[src/rtl/dmem_responder_if.sv]
// Load/store bus between the core (master) and the data-memory responder (slave).
interface dmem_responder_if;
  logic        req_valid;
  logic        req_ready;
  logic        req_write;
  logic [31:0] req_addr;
  logic [31:0] req_wdata;
  logic [3:0]  req_wstrb;
  logic        rsp_valid;
  logic        rsp_ready;
  logic [31:0] rsp_rdata;
  logic        rsp_err;

  modport master (
    output req_valid, req_write, req_addr, req_wdata, req_wstrb, rsp_ready,
    input  req_ready, rsp_valid, rsp_rdata, rsp_err
  );

  modport slave (
    input  req_valid, req_write, req_addr, req_wdata, req_wstrb, rsp_ready,
    output req_ready, rsp_valid, rsp_rdata, rsp_err
  );
endinterface

[src/rtl/dmem_responder.sv]
// Data-memory responder: valid/ready slave that serves one load or store at a
// time after LATENCY wait states, with byte-lane writes and error reporting.

// One memory word. Powers up holding its own index and is never touched by reset.
module dmem_word #(
  parameter int IDX = 0
) (
  input  logic        clk,
  input  logic        we,
  input  logic [3:0]  wstrb,
  input  logic [31:0] wdata,
  output logic [31:0] rdata
);
  logic [31:0] data_q = 32'(IDX);
  logic [31:0] data_d;

  // Merge only the strobed byte lanes into the stored word
  always_comb begin
    data_d = data_q;
    if (we) begin
      for (int b = 0; b < 4; b++) begin
        if (wstrb[b]) data_d[8*b +: 8] = wdata[8*b +: 8];
      end
    end
  end

  // Word storage
  always_ff @(posedge clk) data_q <= data_d;

  assign rdata = data_q;
endmodule

module dmem_responder #(
  parameter int DEPTH   = 128,
  parameter int LATENCY = 2
) (
  input  logic             clk,
  input  logic             rst,
  dmem_responder_if.slave  bus
);
  localparam int IW = $clog2(DEPTH);

  typedef enum logic [1:0] {IDLE, BUSY, RESP} state_e;

  state_e      state_q, state_d;
  logic [3:0]  cnt_q, cnt_d;
  logic        write_q, write_d;
  logic [31:0] addr_q, addr_d;
  logic [31:0] wdata_q, wdata_d;
  logic [3:0]  wstrb_q, wstrb_d;
  logic [31:0] rdata_q, rdata_d;
  logic        err_q, err_d;

  logic [DEPTH-1:0][31:0] words;
  logic [29:0]            idx_full;
  logic [IW-1:0]          idx;
  logic                   addr_err;
  logic                   access;

  // Errors are judged on the latched address so late requester changes are ignored
  assign idx_full = addr_q[31:2];
  assign idx      = addr_q[IW+1:2];
  assign addr_err = (addr_q[1:0] != 2'b00) || (idx_full >= 30'(DEPTH));
  assign access   = (state_q == BUSY) && (cnt_q == 4'd0);

  for (genvar w = 0; w < DEPTH; w++) begin : g_word
    dmem_word #(.IDX(w)) u_word (
      .clk   (clk),
      .we    (access && write_q && !addr_err && (idx == IW'(w))),
      .wstrb (wstrb_q),
      .wdata (wdata_q),
      .rdata (words[w])
    );
  end

  // Next-state and datapath for the IDLE -> BUSY -> RESP transaction sequence
  always_comb begin
    state_d = state_q;
    cnt_d   = cnt_q;
    write_d = write_q;
    addr_d  = addr_q;
    wdata_d = wdata_q;
    wstrb_d = wstrb_q;
    rdata_d = rdata_q;
    err_d   = err_q;
    case (state_q)
      IDLE: begin
        if (bus.req_valid) begin
          write_d = bus.req_write;
          addr_d  = bus.req_addr;
          wdata_d = bus.req_wdata;
          wstrb_d = bus.req_wstrb;
          cnt_d   = 4'(LATENCY);
          state_d = BUSY;
        end
      end
      BUSY: begin
        if (cnt_q != 4'd0) begin
          cnt_d = cnt_q - 4'd1;
        end else begin
          // Store commits through the word enables on this same edge
          err_d   = addr_err;
          rdata_d = (addr_err || write_q) ? 32'd0 : words[idx];
          state_d = RESP;
        end
      end
      RESP: begin
        if (bus.rsp_ready) begin
          rdata_d = 32'd0;
          err_d   = 1'b0;
          state_d = IDLE;
        end
      end
      default: state_d = IDLE;
    endcase
  end

  // Control and request-latch registers; reset abandons any in-flight access
  always_ff @(posedge clk or negedge rst) begin
    if (!rst) begin
      state_q <= IDLE;
      cnt_q   <= 4'd0;
      write_q <= 1'b0;
      addr_q  <= 32'd0;
      wdata_q <= 32'd0;
      wstrb_q <= 4'd0;
      rdata_q <= 32'd0;
      err_q   <= 1'b0;
    end else begin
      state_q <= state_d;
      cnt_q   <= cnt_d;
      write_q <= write_d;
      addr_q  <= addr_d;
      wdata_q <= wdata_d;
      wstrb_q <= wstrb_d;
      rdata_q <= rdata_d;
      err_q   <= err_d;
    end
  end

  assign bus.req_ready = (state_q == IDLE);
  assign bus.rsp_valid = (state_q == RESP);
  assign bus.rsp_rdata = rdata_q;
  assign bus.rsp_err   = err_q;
endmodule

[src/flat_wrapper.sv]
// flat-port wrapper written by rule: the top's interface ports become plain ports
module dmem_responder_flat 
#(
  parameter int DEPTH   = 128,
  parameter int LATENCY = 2
)
  (clk, rst, bus_req_valid, bus_req_write, bus_req_addr, bus_req_wdata, bus_req_wstrb, bus_rsp_ready, bus_req_ready, bus_rsp_valid, bus_rsp_rdata, bus_rsp_err);
  dmem_responder_if bus_i ();
  input  logic clk;
  input  logic rst;
  input wire logic [$bits(bus_i.req_valid)-1:0] bus_req_valid;
  input wire logic [$bits(bus_i.req_write)-1:0] bus_req_write;
  input wire logic [$bits(bus_i.req_addr)-1:0] bus_req_addr;
  input wire logic [$bits(bus_i.req_wdata)-1:0] bus_req_wdata;
  input wire logic [$bits(bus_i.req_wstrb)-1:0] bus_req_wstrb;
  input wire logic [$bits(bus_i.rsp_ready)-1:0] bus_rsp_ready;
  output wire logic [$bits(bus_i.req_ready)-1:0] bus_req_ready;
  output wire logic [$bits(bus_i.rsp_valid)-1:0] bus_rsp_valid;
  output wire logic [$bits(bus_i.rsp_rdata)-1:0] bus_rsp_rdata;
  output wire logic [$bits(bus_i.rsp_err)-1:0] bus_rsp_err;
  assign bus_i.req_valid = bus_req_valid;
  assign bus_i.req_write = bus_req_write;
  assign bus_i.req_addr = bus_req_addr;
  assign bus_i.req_wdata = bus_req_wdata;
  assign bus_i.req_wstrb = bus_req_wstrb;
  assign bus_i.rsp_ready = bus_rsp_ready;
  assign bus_req_ready = bus_i.req_ready;
  assign bus_rsp_valid = bus_i.rsp_valid;
  assign bus_rsp_rdata = bus_i.rsp_rdata;
  assign bus_rsp_err = bus_i.rsp_err;
  dmem_responder #(.DEPTH(DEPTH), .LATENCY(LATENCY)) u_core (.clk(clk), .rst(rst), .bus(bus_i));
endmodule
[config.mk]
export PLATFORM = sky130hd
export DESIGN_NAME = dmem_responder_flat
export DESIGN_NICKNAME = d
export VERILOG_FILES = /design/src/rtl/dmem_responder_if.sv /design/src/rtl/dmem_responder.sv /design/src/flat_wrapper.sv
export SDC_FILE = /design/constraint.sdc
export NUM_CORES = 2
export LEC_CHECK = 0
export BUFFER_PORTS_ARGS = -buffer_cell sky130_fd_sc_hd__clkbuf_2
export CAP_MARGIN = 10
export CORE_MARGIN = 3
export CORE_UTILIZATION = 35
export DETAILED_ROUTE_END_ITERATION = 8
export GPL_TIMING_DRIVEN = 0
export PLACE_DENSITY = 0.5
export SETUP_SLACK_MARGIN = 0.3
export SLEW_MARGIN = 20
export SYNTH_ARGS = -nofsm -noshare
export SYNTH_HDL_FRONTEND = slang
export SYNTH_SLANG_ARGS = --single-unit
[constraint.sdc]
create_clock -name clk -period 5.6 [get_ports clk]
set_clock_uncertainty 0.05 [all_clocks]
set_input_delay 0.28 -clock clk [delete_from_list [all_inputs] [get_ports clk]]
set_output_delay 0.28 -clock clk [all_outputs]
set_load 0.02 [all_outputs]
==> reports/metrics.yaml <==
endpoint_kind: "register"
syn_inst: 7281
multiInputGateArea_um2: 33800
synth_edf_count: 4096
ff_latch_area_um2: 126000
yosysMostFrequentCell: "edfxtp_1"
cts_sinks: 4204
grt.total_usage: 0.262
ant_nets: 0
cts_buffers: 441
grt_pass1_vias: 84600
worst-path-max-fanout: 10
crit_family: "buffers and inverters"
synthFlopType: "edfxtp_1"
slew_viol_final: 0
crit_buf_inv: 4
ys_ff_latch: 4204
syn-num-nets: 7358
drive_gt1_frac: 0.288
r2r_cells: 10
crit_required_ps: 6450
start_util: 0.351
insertion_delay_ps: 1040
htree_levels: 5
timing_hold_violations_final: 0
async_flop_share: 0.0257
period_share: 0.994
grt_max_degree: 81
hold-worst-slack_ps: 56.7
cts.path.max_buffers: 4
crit_path_start: "u_core.addr_q[3]$_DFFE_PN0P_"
grt_pass1_wl_um: 813000
hpwl_um: 445000
fmax_mhz: 180
p_per_area_nw_per_um2: 580
antenna_found_initial: 76
utilization: 0.412
die_area_um2: 470000
cts_setup_buffers: 0
dr_total_vias: 88200
setup_violations: 0
p_leak_nw: 59.4
reg2reg_slack_ps: 40
drt-vias-per-instance: 6.01
synth.distinct_cells: 51
cp_cell_sequence: "buf_4, buf_4, buf_2, buf_2, mux4_2, mux2i_1, a22o_1, o21ai_0, nand3_1, o31ai_1"
synth_area_um2: 162000
nFillCells: 40200
relSlewSlack: 0.118
yosys-top-cells-area: "edfxtp_1 (76%), mux4_2 (15%), dfrtp_1 (1.7%), nor2_1 (1.3%), mux2i_1 (1.2%)"
period_minus_slack_ps: 5560
cpPeakStageDelay_ps: 870
yosysTopAreaCell: "edfxtp_1"
synth_common_cells: "edfxtp_1 (4096), mux4_2 (1047), nor2_1 (545)"
max_cap_viol_count: 0
hp-class: "in2reg"
io_buffers: 107
cp_slowest_cell: "nand3_1"
max-vdd-ir-drop_mv: 0.372
die_x_um: 686
synthToLayoutAreaGrowth_pct: 17.3
drt_pass1_iterations: 8
reg2reg_from: "u_core.addr_q[3]$_DFFE_PN0P_"
synth.yosys.seq_area_share: 0.777
hp-start: "bus_req_wdata[3]"
wirelength_um: 627000
synth_warnings: 0
synth_top_area_frac: 0.761
rows: 249
crit_arrival_ps: 6420
drt-wirelength-per-cell_um: 42.7
core_area_um2: 460000
drt-initial-drc-count: 14900
drt_drc_violations_left: 0
clkTransAtPathRegs_ps: 70
cp-start-kind: "register"
rsz0062_at_grt: "false"
crit_cells: 10
synth.avg_cell_area_um2: 22.2
worstMarginPinSlew_ps: 1310
cts_tree: "built"
gp_congestion: 0.975
cts_root_buf: "clkbuf_16"
die_h_um: 686
io_pins: 108
outcome: "completed"
grt_overflow: 0
nets: 8204
critPathKind: "reg2reg"
holdPathStages: 3
## flip-flops by register name, summed over array words and instances (netlist names)
register	cells
u_core.state_q	2
u_core.bus.rsp_rdata	32
u_core.addr_q	32
u_core.bus.rsp_err	1
u_core.write_q	1
u_core.wstrb_q	4
u_core.g_word.u_word.rdata	4096
u_core.wdata_q	32
u_core.cnt_q	4
## where the power goes
part           internal (mW)  leakage [nW]  switching [mW]
Combinational           12.1          14.3            27.7
Sequential              39.5          38.1            1.50
Clock                   16.6          6.96            12.7
Total                   68.2          59.4            41.8
## per-stage QoR
stage	TNS (ps)	setup slack, ps	instances	area [um^2]	total power, mW
detailed placement	-253450	-457	13700	174000	80.3
floorplan	0	2790	7281	162000	58.4
global placement	-4430640	-2080	13500	170000	78.7
finish	0	35.8	14700	190000	110
CTS	0	78.6	14700	190000	109
global route	0	301	14700	190000	111
## repair_timing
action / in CTS / in global routing
hold buffers: 134 / 0
resized for setup: 21 / 9
setup endpoints to repair: 2514 / 23
endpoints found under the hold margin: 183 / 0
## cell type report
| cell class | count | area share |
|---|---|---|
| flip-flops and latches | 4204 | 0.663 |
| multi-input cells | 2614 | 0.178 |
| clock buffers | 558 | 0.0625 |
| well taps | 6149 | 0.0406 |
| repair buffers | 403 | 0.0283 |
| plain buffers | 456 | 0.0141 |
| clock inverters | 263 | 0.0124 |
| diodes | 32 | 0.000422 |
| inverters | 7 | 0.000139 |
## worst paths after layout
check / endpoint
setup / recovery: u_core.bus.rsp_rdata[21]$_DFFE_PN0P_
hold / removal: u_core.wdata_q[3]$_DFFE_PN0P_
setup reg to reg: u_core.bus.rsp_rdata[21]$_DFFE_PN0P_
hold reg to reg: u_core.addr_q[13]$_DFFE_PN0P_
max in group asynchronous: u_core.wdata_q[10]$_DFFE_PN0P_
min in group asynchronous: u_core.bus.rsp_err$_DFFE_PN0P_
## metal layers
| layer | up-vias | global-route usage | part of all wire |
|---|---|---|---|
| li1 | 32500 | - | - |
| met1 | 48500 | 0.347 | 0.38 |
| met2 | 5994 | 0.394 | 0.45 |
| met3 | 1234 | 0.0756 | 0.12 |
| met4 | 32 | 0.129 | 0.059 |
| met5 | - | 0.00673 | 0.00099 |
## logic make-up after synthesis
logic type,count (synthesis),synth area share
DFF,4204,0.777
muxes,1329,0.165
and+or+nand+nor,762,0.0194
AOI/OAI and AO/OA,517,0.0222
buffers and inverters,463,0.0157
adders and majority gates,4,0.000309
xor gates and xnor gates,2,0.000108
## layout by cell type (no fill, tap or decap), drive strengths merged, types with 27 or more instances in the layout
cell type	Yosys	final
nand3	48	48
bufinv	0	37
o41ai	38	38
dfrtp	108	108
a22o	49	49
clkinv	0	199
a22oi	114	114
nor2b	27	27
mux2i	198	198
mux4	1060	1060
o21ai	30	30
a21oi	60	60
o22ai	168	168
dlygate4sd3	0	133
buf	264	426
mux2	71	71
clkbuf	192	856
diode	0	32
edfxtp	4096	4096
nor2	545	545
nand2	83	83
## worst min-delay path, delay by kind of cell
kind     cells  cell delay (ps)
buf+inv      2              640
mux          1              130
Note: power is estimated with default switching activity, not from simulation.
